--- src/rtl/mem_wb_stage_if.sv ---
// Data-memory request/done bus between the memory-access stage and the data memory.
// The stage drives address, write data and level requests; the memory answers with a done pulse and read data.
interface mem_wb_stage_if;
    logic [15:0] mem_addr;
    logic [15:0] mem_wdata;
    logic        mem_rd;
    logic        mem_wr;
    logic [15:0] mem_rdata;
    logic        mem_done;

    modport master (
        output mem_addr,
        output mem_wdata,
        output mem_rd,
        output mem_wr,
        input  mem_rdata,
        input  mem_done
    );

    modport slave (
        input  mem_addr,
        input  mem_wdata,
        input  mem_rd,
        input  mem_wr,
        output mem_rdata,
        output mem_done
    );
endinterface

--- src/rtl/mem_wb_stage.sv ---
// Memory-access stage with MEM/WB pipeline register: issues data-memory requests, stalls upstream
// while an access is outstanding, times out stuck accesses into a sticky error state.
module mem_wb_stage #(
    parameter int TIMEOUT = 64,
    parameter int CNT_W   = 8
) (
    input  logic           clk,
    input  logic           rst,
    input  logic           valid_in,
    input  logic [15:0]    instruction,
    input  logic [15:0]    data_out,
    input  logic [15:0]    data_two,
    input  logic [2:0]     RD,
    input  logic           Reg_write,
    input  logic           Mem_read,
    input  logic           Mem_write,
    input  logic           Mem_reg,
    input  logic           Mem_en,
    mem_wb_stage_if.master mem,
    output logic           stall_o,
    output logic           valid_o,
    output logic [15:0]    instruction_o,
    output logic [15:0]    wb_data_o,
    output logic [2:0]     wb_reg_o,
    output logic           reg_write_o,
    output logic           err_o
);

    typedef enum logic [1:0] {
        IDLE = 2'd0,
        WAIT = 2'd1,
        ERR  = 2'd2
    } state_t;

    localparam logic [CNT_W-1:0] CNT_LIMIT = CNT_W'(TIMEOUT);
    localparam logic [CNT_W-1:0] CNT_ONE   = CNT_W'(1);

    state_t           state_reg, state_next;
    logic [CNT_W-1:0] cnt_reg, cnt_next;

    logic        valid_reg;
    logic [15:0] instr_reg;
    logic [15:0] wb_data_reg;
    logic [2:0]  wb_reg_reg;
    logic        reg_write_reg;

    logic mem_op;
    logic illegal;
    logic in_err;
    logic stall;

    assign mem_op  = valid_in & Mem_en & (Mem_read | Mem_write);
    // Asking for a read and a write at once is a malformed control word, not a request.
    assign illegal = mem_op & Mem_read & Mem_write;
    assign in_err  = (state_reg == ERR);

    assign mem.mem_addr  = data_out;
    assign mem.mem_wdata = data_two;
    assign mem.mem_rd    = mem_op & Mem_read  & ~illegal & ~in_err;
    assign mem.mem_wr    = mem_op & Mem_write & ~illegal & ~in_err;

    // A done pulse in the request cycle itself lets the instruction through with no bubble.
    assign stall = (mem_op & ~mem.mem_done) | in_err | illegal;

    always_ff @(posedge clk) begin
        if (!rst) begin
            state_reg <= IDLE;
            cnt_reg   <= '0;
        end else begin
            state_reg <= state_next;
            cnt_reg   <= cnt_next;
        end
    end

    always_comb begin
        state_next = state_reg;
        cnt_next   = cnt_reg;
        case (state_reg)
            IDLE: begin
                if (illegal) begin
                    state_next = ERR;
                end else if (mem_op && !mem.mem_done) begin
                    state_next = WAIT;
                    cnt_next   = CNT_ONE;
                end
            end
            WAIT: begin
                // Done wins over the timeout when both land on the same edge.
                if (illegal) begin
                    state_next = ERR;
                end else if (mem.mem_done) begin
                    state_next = IDLE;
                    cnt_next   = '0;
                end else if (cnt_reg == CNT_LIMIT) begin
                    state_next = ERR;
                end else begin
                    cnt_next = cnt_reg + CNT_ONE;
                end
            end
            ERR: begin
                state_next = ERR;
            end
            default: begin
                state_next = IDLE;
                cnt_next   = '0;
            end
        endcase
    end

    always_ff @(posedge clk) begin
        if (!rst) begin
            valid_reg     <= 1'b0;
            instr_reg     <= '0;
            wb_data_reg   <= '0;
            wb_reg_reg    <= '0;
            reg_write_reg <= 1'b0;
        end else if (!stall) begin
            valid_reg     <= valid_in;
            instr_reg     <= instruction;
            wb_reg_reg    <= RD;
            reg_write_reg <= valid_in & Reg_write;
            wb_data_reg   <= Mem_reg ? mem.mem_rdata : data_out;
        end else begin
            // Bubble: only the qualifiers drop, payload registers keep their last value.
            valid_reg     <= 1'b0;
            reg_write_reg <= 1'b0;
        end
    end

    assign stall_o       = stall;
    assign valid_o       = valid_reg;
    assign instruction_o = instr_reg;
    assign wb_data_o     = wb_data_reg;
    assign wb_reg_o      = wb_reg_reg;
    assign reg_write_o   = reg_write_reg;
    assign err_o         = in_err;

endmodule

--- src/flat_wrapper.sv ---
// flat-port wrapper written by rule: the top's interface ports become plain ports
module mem_wb_stage_flat 
#(
    parameter int TIMEOUT = 64,
    parameter int CNT_W   = 8
)
  (clk, rst, valid_in, instruction, data_out, data_two, RD, Reg_write, Mem_read, Mem_write, Mem_reg, Mem_en, stall_o, valid_o, instruction_o, wb_data_o, wb_reg_o, reg_write_o, err_o, mem_mem_addr, mem_mem_wdata, mem_mem_rd, mem_mem_wr, mem_mem_rdata, mem_mem_done);
  mem_wb_stage_if mem_i ();
  input  logic clk;
  input  logic rst;
  input  logic valid_in;
  input  logic [15:0] instruction;
  input  logic [15:0] data_out;
  input  logic [15:0] data_two;
  input  logic [2:0] RD;
  input  logic Reg_write;
  input  logic Mem_read;
  input  logic Mem_write;
  input  logic Mem_reg;
  input  logic Mem_en;
  output logic stall_o;
  output logic valid_o;
  output logic [15:0] instruction_o;
  output logic [15:0] wb_data_o;
  output logic [2:0] wb_reg_o;
  output logic reg_write_o;
  output logic err_o;
  output wire logic [$bits(mem_i.mem_addr)-1:0] mem_mem_addr;
  output wire logic [$bits(mem_i.mem_wdata)-1:0] mem_mem_wdata;
  output wire logic [$bits(mem_i.mem_rd)-1:0] mem_mem_rd;
  output wire logic [$bits(mem_i.mem_wr)-1:0] mem_mem_wr;
  input wire logic [$bits(mem_i.mem_rdata)-1:0] mem_mem_rdata;
  input wire logic [$bits(mem_i.mem_done)-1:0] mem_mem_done;
  assign mem_mem_addr = mem_i.mem_addr;
  assign mem_mem_wdata = mem_i.mem_wdata;
  assign mem_mem_rd = mem_i.mem_rd;
  assign mem_mem_wr = mem_i.mem_wr;
  assign mem_i.mem_rdata = mem_mem_rdata;
  assign mem_i.mem_done = mem_mem_done;
  mem_wb_stage #(.TIMEOUT(TIMEOUT), .CNT_W(CNT_W)) u_core (.clk(clk), .rst(rst), .valid_in(valid_in), .instruction(instruction), .data_out(data_out), .data_two(data_two), .RD(RD), .Reg_write(Reg_write), .Mem_read(Mem_read), .Mem_write(Mem_write), .Mem_reg(Mem_reg), .Mem_en(Mem_en), .mem(mem_i), .stall_o(stall_o), .valid_o(valid_o), .instruction_o(instruction_o), .wb_data_o(wb_data_o), .wb_reg_o(wb_reg_o), .reg_write_o(reg_write_o), .err_o(err_o));
endmodule
--- config.mk ---
export PLATFORM = sky130hd
export DESIGN_NAME = mem_wb_stage_flat
export DESIGN_NICKNAME = d
export VERILOG_FILES = /design/src/rtl/mem_wb_stage_if.sv /design/src/rtl/mem_wb_stage.sv /design/src/flat_wrapper.sv
export SDC_FILE = /design/constraint.sdc
export NUM_CORES = 1
export LEC_CHECK = 0
export CORE_MARGIN = 5
export CORE_UTILIZATION = 37
export CTS_CLUSTER_DIAMETER = 40
export CTS_CLUSTER_SIZE = 28
export DETAILED_ROUTE_END_ITERATION = 10
export GPL_TIMING_DRIVEN = 0
export PLACE_DENSITY_LB_ADDON = 0.08
export SLEW_MARGIN = 10
export SYNTH_ARGS = -nofsm -noshare
export SYNTH_HDL_FRONTEND = slang
export SYNTH_SLANG_ARGS = --single-unit
--- constraint.sdc ---
create_clock -name clk -period 2.15 [get_ports clk]
set_clock_uncertainty 0.1 [all_clocks]
set_input_delay 0.43 -clock clk [delete_from_list [all_inputs] [get_ports clk]]
set_output_delay 0.43 -clock clk [all_outputs]
set_load 0.005 [all_outputs]
# Word level (Yosys, flattened, before mapping)
# Cells that the tools add are included.
# word_totals
ff_bits,47
latch_bits,0
ramBits,0
rom_bits,0
input_bits,76
memories,0
# op_classes
add_sub_neg,1
n_mul,0
n_div,0
n_lt_le_gt_ge,0
n_eq_ne,9
shift,0
muxes,13
bitwise,18
reduce_logical,6
# op_table
operator,n
$mux 8,5
$pmux 8 s3,1
$mux 16,1
$and 1x1->1,11
$mux 2,5
$add 8x1->8 const B,1
$eq 8x7->1 const B,1
$pmux 2 s3,1
$reduce_and 5->1,1
$ne 2x2->1 const B,2
$ne 4x2->1 const B,1
$not 1->1,4
$ne 3x1->1 const B,1
$ne 3x3->1 const B,1
$or 1x1->1,3
$eq 2x1->1 const B,1
$eq 2x2->1 const B,1
$logic_not 2->1,1
$ne 2x1->1 const B,1
$reduce_and 2->1,1
$reduce_or 2->1,1
$logic_and 1x1->1,1
$logic_not 1->1,1

# Logic depth before layout (Yosys ltp)
# logic_depth
depth_word,7
ltp_mapped,7
mapped_depth_nobuf,7

# Worst setup path after synthesis
# No wires, ideal clock.
# synth_path
path_type,input port to output port
startpoint,in mem_mem_done
endpoint,out stall_o
arrival_ns,1.210
slack_ns,0.410
cell_stages,5
cell_sequence,inv_2 -> maj3_2 -> a31oi_4 -> inv_2 -> buf_2
# synth_via
elab_chain_cells,4
# synth_lines
element,line_no,text
start: declaration,flat_wrapper.sv:33,input wire logic [$bits(mem_i.mem_done)-1:0] mem_mem_done;
$not 1->1,mem_wb_stage.sv:63,assign stall = (mem_op & ~mem.mem_done) | in_err | illegal;
$and 1x1->1,mem_wb_stage.sv:63,
$or 1x1->1 (2 in series),mem_wb_stage.sv:63,
end: declaration,flat_wrapper.sv:21,output logic stall_o;
# No other way between the ends.

# Worst setup path after layout
# Same ends and word-level chain as after synthesis.

==> flow_summary.ini <==
[run_status]
outcome = finished, final reports clean

[final_layout]
syn_to_final_growth_pct = 63.99
design_area_um2 = 3864
layout_commonest_cell = clkdlybuf4s50_1
fin_nets = 489
layout_common_cells = 123 x clkdlybuf4s50_1, 69 x nand2_1, 45 x dfxtp_1
drive_gt1_share_pct = 16.26
n_antenna_cell = 0
fill_cells = 578
final_core_util_pct = 61.55

[detailed_routing]
dr.pass1.iters = 4
drtAntennaViolNets = 0
vias_per_cell = 4.834
vias = 2364
wl_per_cell_um = 13.81
routed_wl_um = 6754
route.detailed.drc = 0
drt-initial-drc-count = 57

[grt]
grt_max_degree = 14
gr-usage-all-layers_pct = 15.91
grt-ovfl-total = 0
grt_pass1_wl_um = 10850
grt_pass1_vias = 2276
grt_antenna_before_repair = 0

[sta]
setup_viol = 0
fmax_ghz = 0.4813
min_period_ps = 2078
slew_viol_final = 0
period_share_pct = 96.64
relSlewSlack_pct = 67.43
grt_setup_unrepaired = false
fin_ws_ps = 72.19
hold_viol_final = 0
whs_ps = 354.7
worst_pin_slew_ps = 484.0
tns_ps = 0

[pwr]
power.density_nw_per_um2 = 517.7
p_leak_nw = 1.709
vdd_drop_max_mv = 0.2938

[logic_synthesis]
yosysWarnings = 0
synth_edf_count = 0
synth_ff_type = dfxtp_1
synth_seq_cells = 47
synthArstFlopShare_pct = 0
synth_nets = 349
syn_area_um2 = 2356
synth_seq_area_share_pct = 39.94
synth.avg_cell_area_um2 = 8.694
syn_inst = 271
ys_types = 36

[placement]
dpl_cell_area_um2 = 3764
pre_cts_ws_ps = -813.4
port_buffers = 131
dpl.hpwl_um = 5325
place.gp.congestion = 0.7374

[worst_setup_path]
cp_data_required_time_ps = 1620
endpoint_kind = primary output
slowest_delay_ps = 320
crit_family = buffers and inverters
crit_path_top_delay_cell = maj3_2
crit_buf_inv = 4
start_kind = input port
path_cells = buf_2 -> inv_2 -> maj3_2 -> a31oi_4 -> inv_4 -> dlygate4sd2_1
worstPathArrival_ps = 1550
crit_path_max_fanout = 6
crit_type = input port to primary output

[floorplan]
initial_core_util_pct = 37.53
dieArea_um2 = 8063
die_w_um = 89.80
die-height_um = 89.80
pin_count = 149
rows = 29
coreArea_um2 = 6277

[clocking]
cts_root_buf = clkbuf_8
cts_buffers = 5
cts.sinks = 47
clockBufferDepth = 2
insertion_delay_ps = 290
cts_tree = done
htree_levels = 2
clk_pin_slew_ps = 80

[flow_run]
max-cap-violations = 0

[min_path]
hold_path.class = flip-flop to flip-flop
-- power by group --
part | total [W] | internal (W) | switching (W)
Combinational | 0.000532 | 0.000348 | 0.000183
Clock | 0.000510 | 0.000229 | 0.000281
Sequential | 0.000958 | 0.000927 | 0.0000313
-- worst reg2reg max path, stage by stage (launching register included) --
cell	delay, ps
dfxtp_4	380
nor4_1	480
o22a_2	330
nand2_1	100
a32o_1	260
-- metrics by stage --
stage,total power (W),instances
after floorplan,0.001180,271
after global placement,0.001508,479
after detailed placement,0.001516,479
after CTS,0.002028,487
after global routing,0.002106,489
final,0.002000,489
-- cell families (layout without fill, tap and decap cells) --
logic type,after synthesis,in the layout,synth area share (%)
muxes,17,17,7.222
adders and majority gates,3,3,1.540
buffers and inverters,52,193,13.81
and+or+nand+nor,96,96,18.32
DFF,47,47,39.94
AOI/OAI and AO/OA,56,56,19.17
-- cell usage after synthesis, types with 3 or more instances --
cell type  count  area share (%)
o21ai_0        7             1.5
buf_4         32              10
inv_1          3            0.48
a21boi_1      19             6.1
nor4b_1        3             1.1
o211a_1       16             6.8
nor2_1         5            0.80
a31oi_1        4             1.1
mux2i_1       17             7.2
nand3_1        3            0.64
buf_2          8             1.7
nand2_1       69              11
dfxtp_1       47              40
clkbuf_1       7             1.1
-- layout make-up --
cell class                      count  area, µm²  share of cell area, %
Inverter                            5      21.27                 0.5505
Timing Repair Buffer              134       1311                  33.94
Buffer                             46      305.3                  7.902
Clock inverter                      1      5.005                 0.1295
Sequential cell                    47      945.9                  24.48
Clock buffer                        7      76.32                  1.975
Multi-Input combinational cell    172       1102                  28.53
Tap cell                           77      96.34                  2.494
-- path summary, 6_finish.rpt --
| path | start | to | slack [ps] | cells after the start |
|---|---|---|---|---|
| max | mem_mem_done | stall_o | 70 | 6 |
| min | u_core.instruction_o[4] | u_core.instruction_o[4] | 350 | 2 |
| max reg2reg | u_core.state_reg[1] | u_core.cnt_reg[1] | 410 | 4 |
| min reg2reg | u_core.instruction_o[4] | u_core.instruction_o[4] | 350 | 2 |
-- per-layer routing --
layer  wire, µm  track usage [%]  share of wire, %
met5          0                0                 0
met4         18            2.645              0.27
met3        817            8.431                12
met2       3265            27.32                48
met1       2653            17.61                39
-- repair_timing --
item	in CTS	in global routing
hold buffers	0	0
gates resized for setup	22	6
hold endpoints to repair	0	0
setup endpoints to repair	7	4
pin swaps	3	2
buffers inserted	1	2
(Power assumes the default switching activity.)
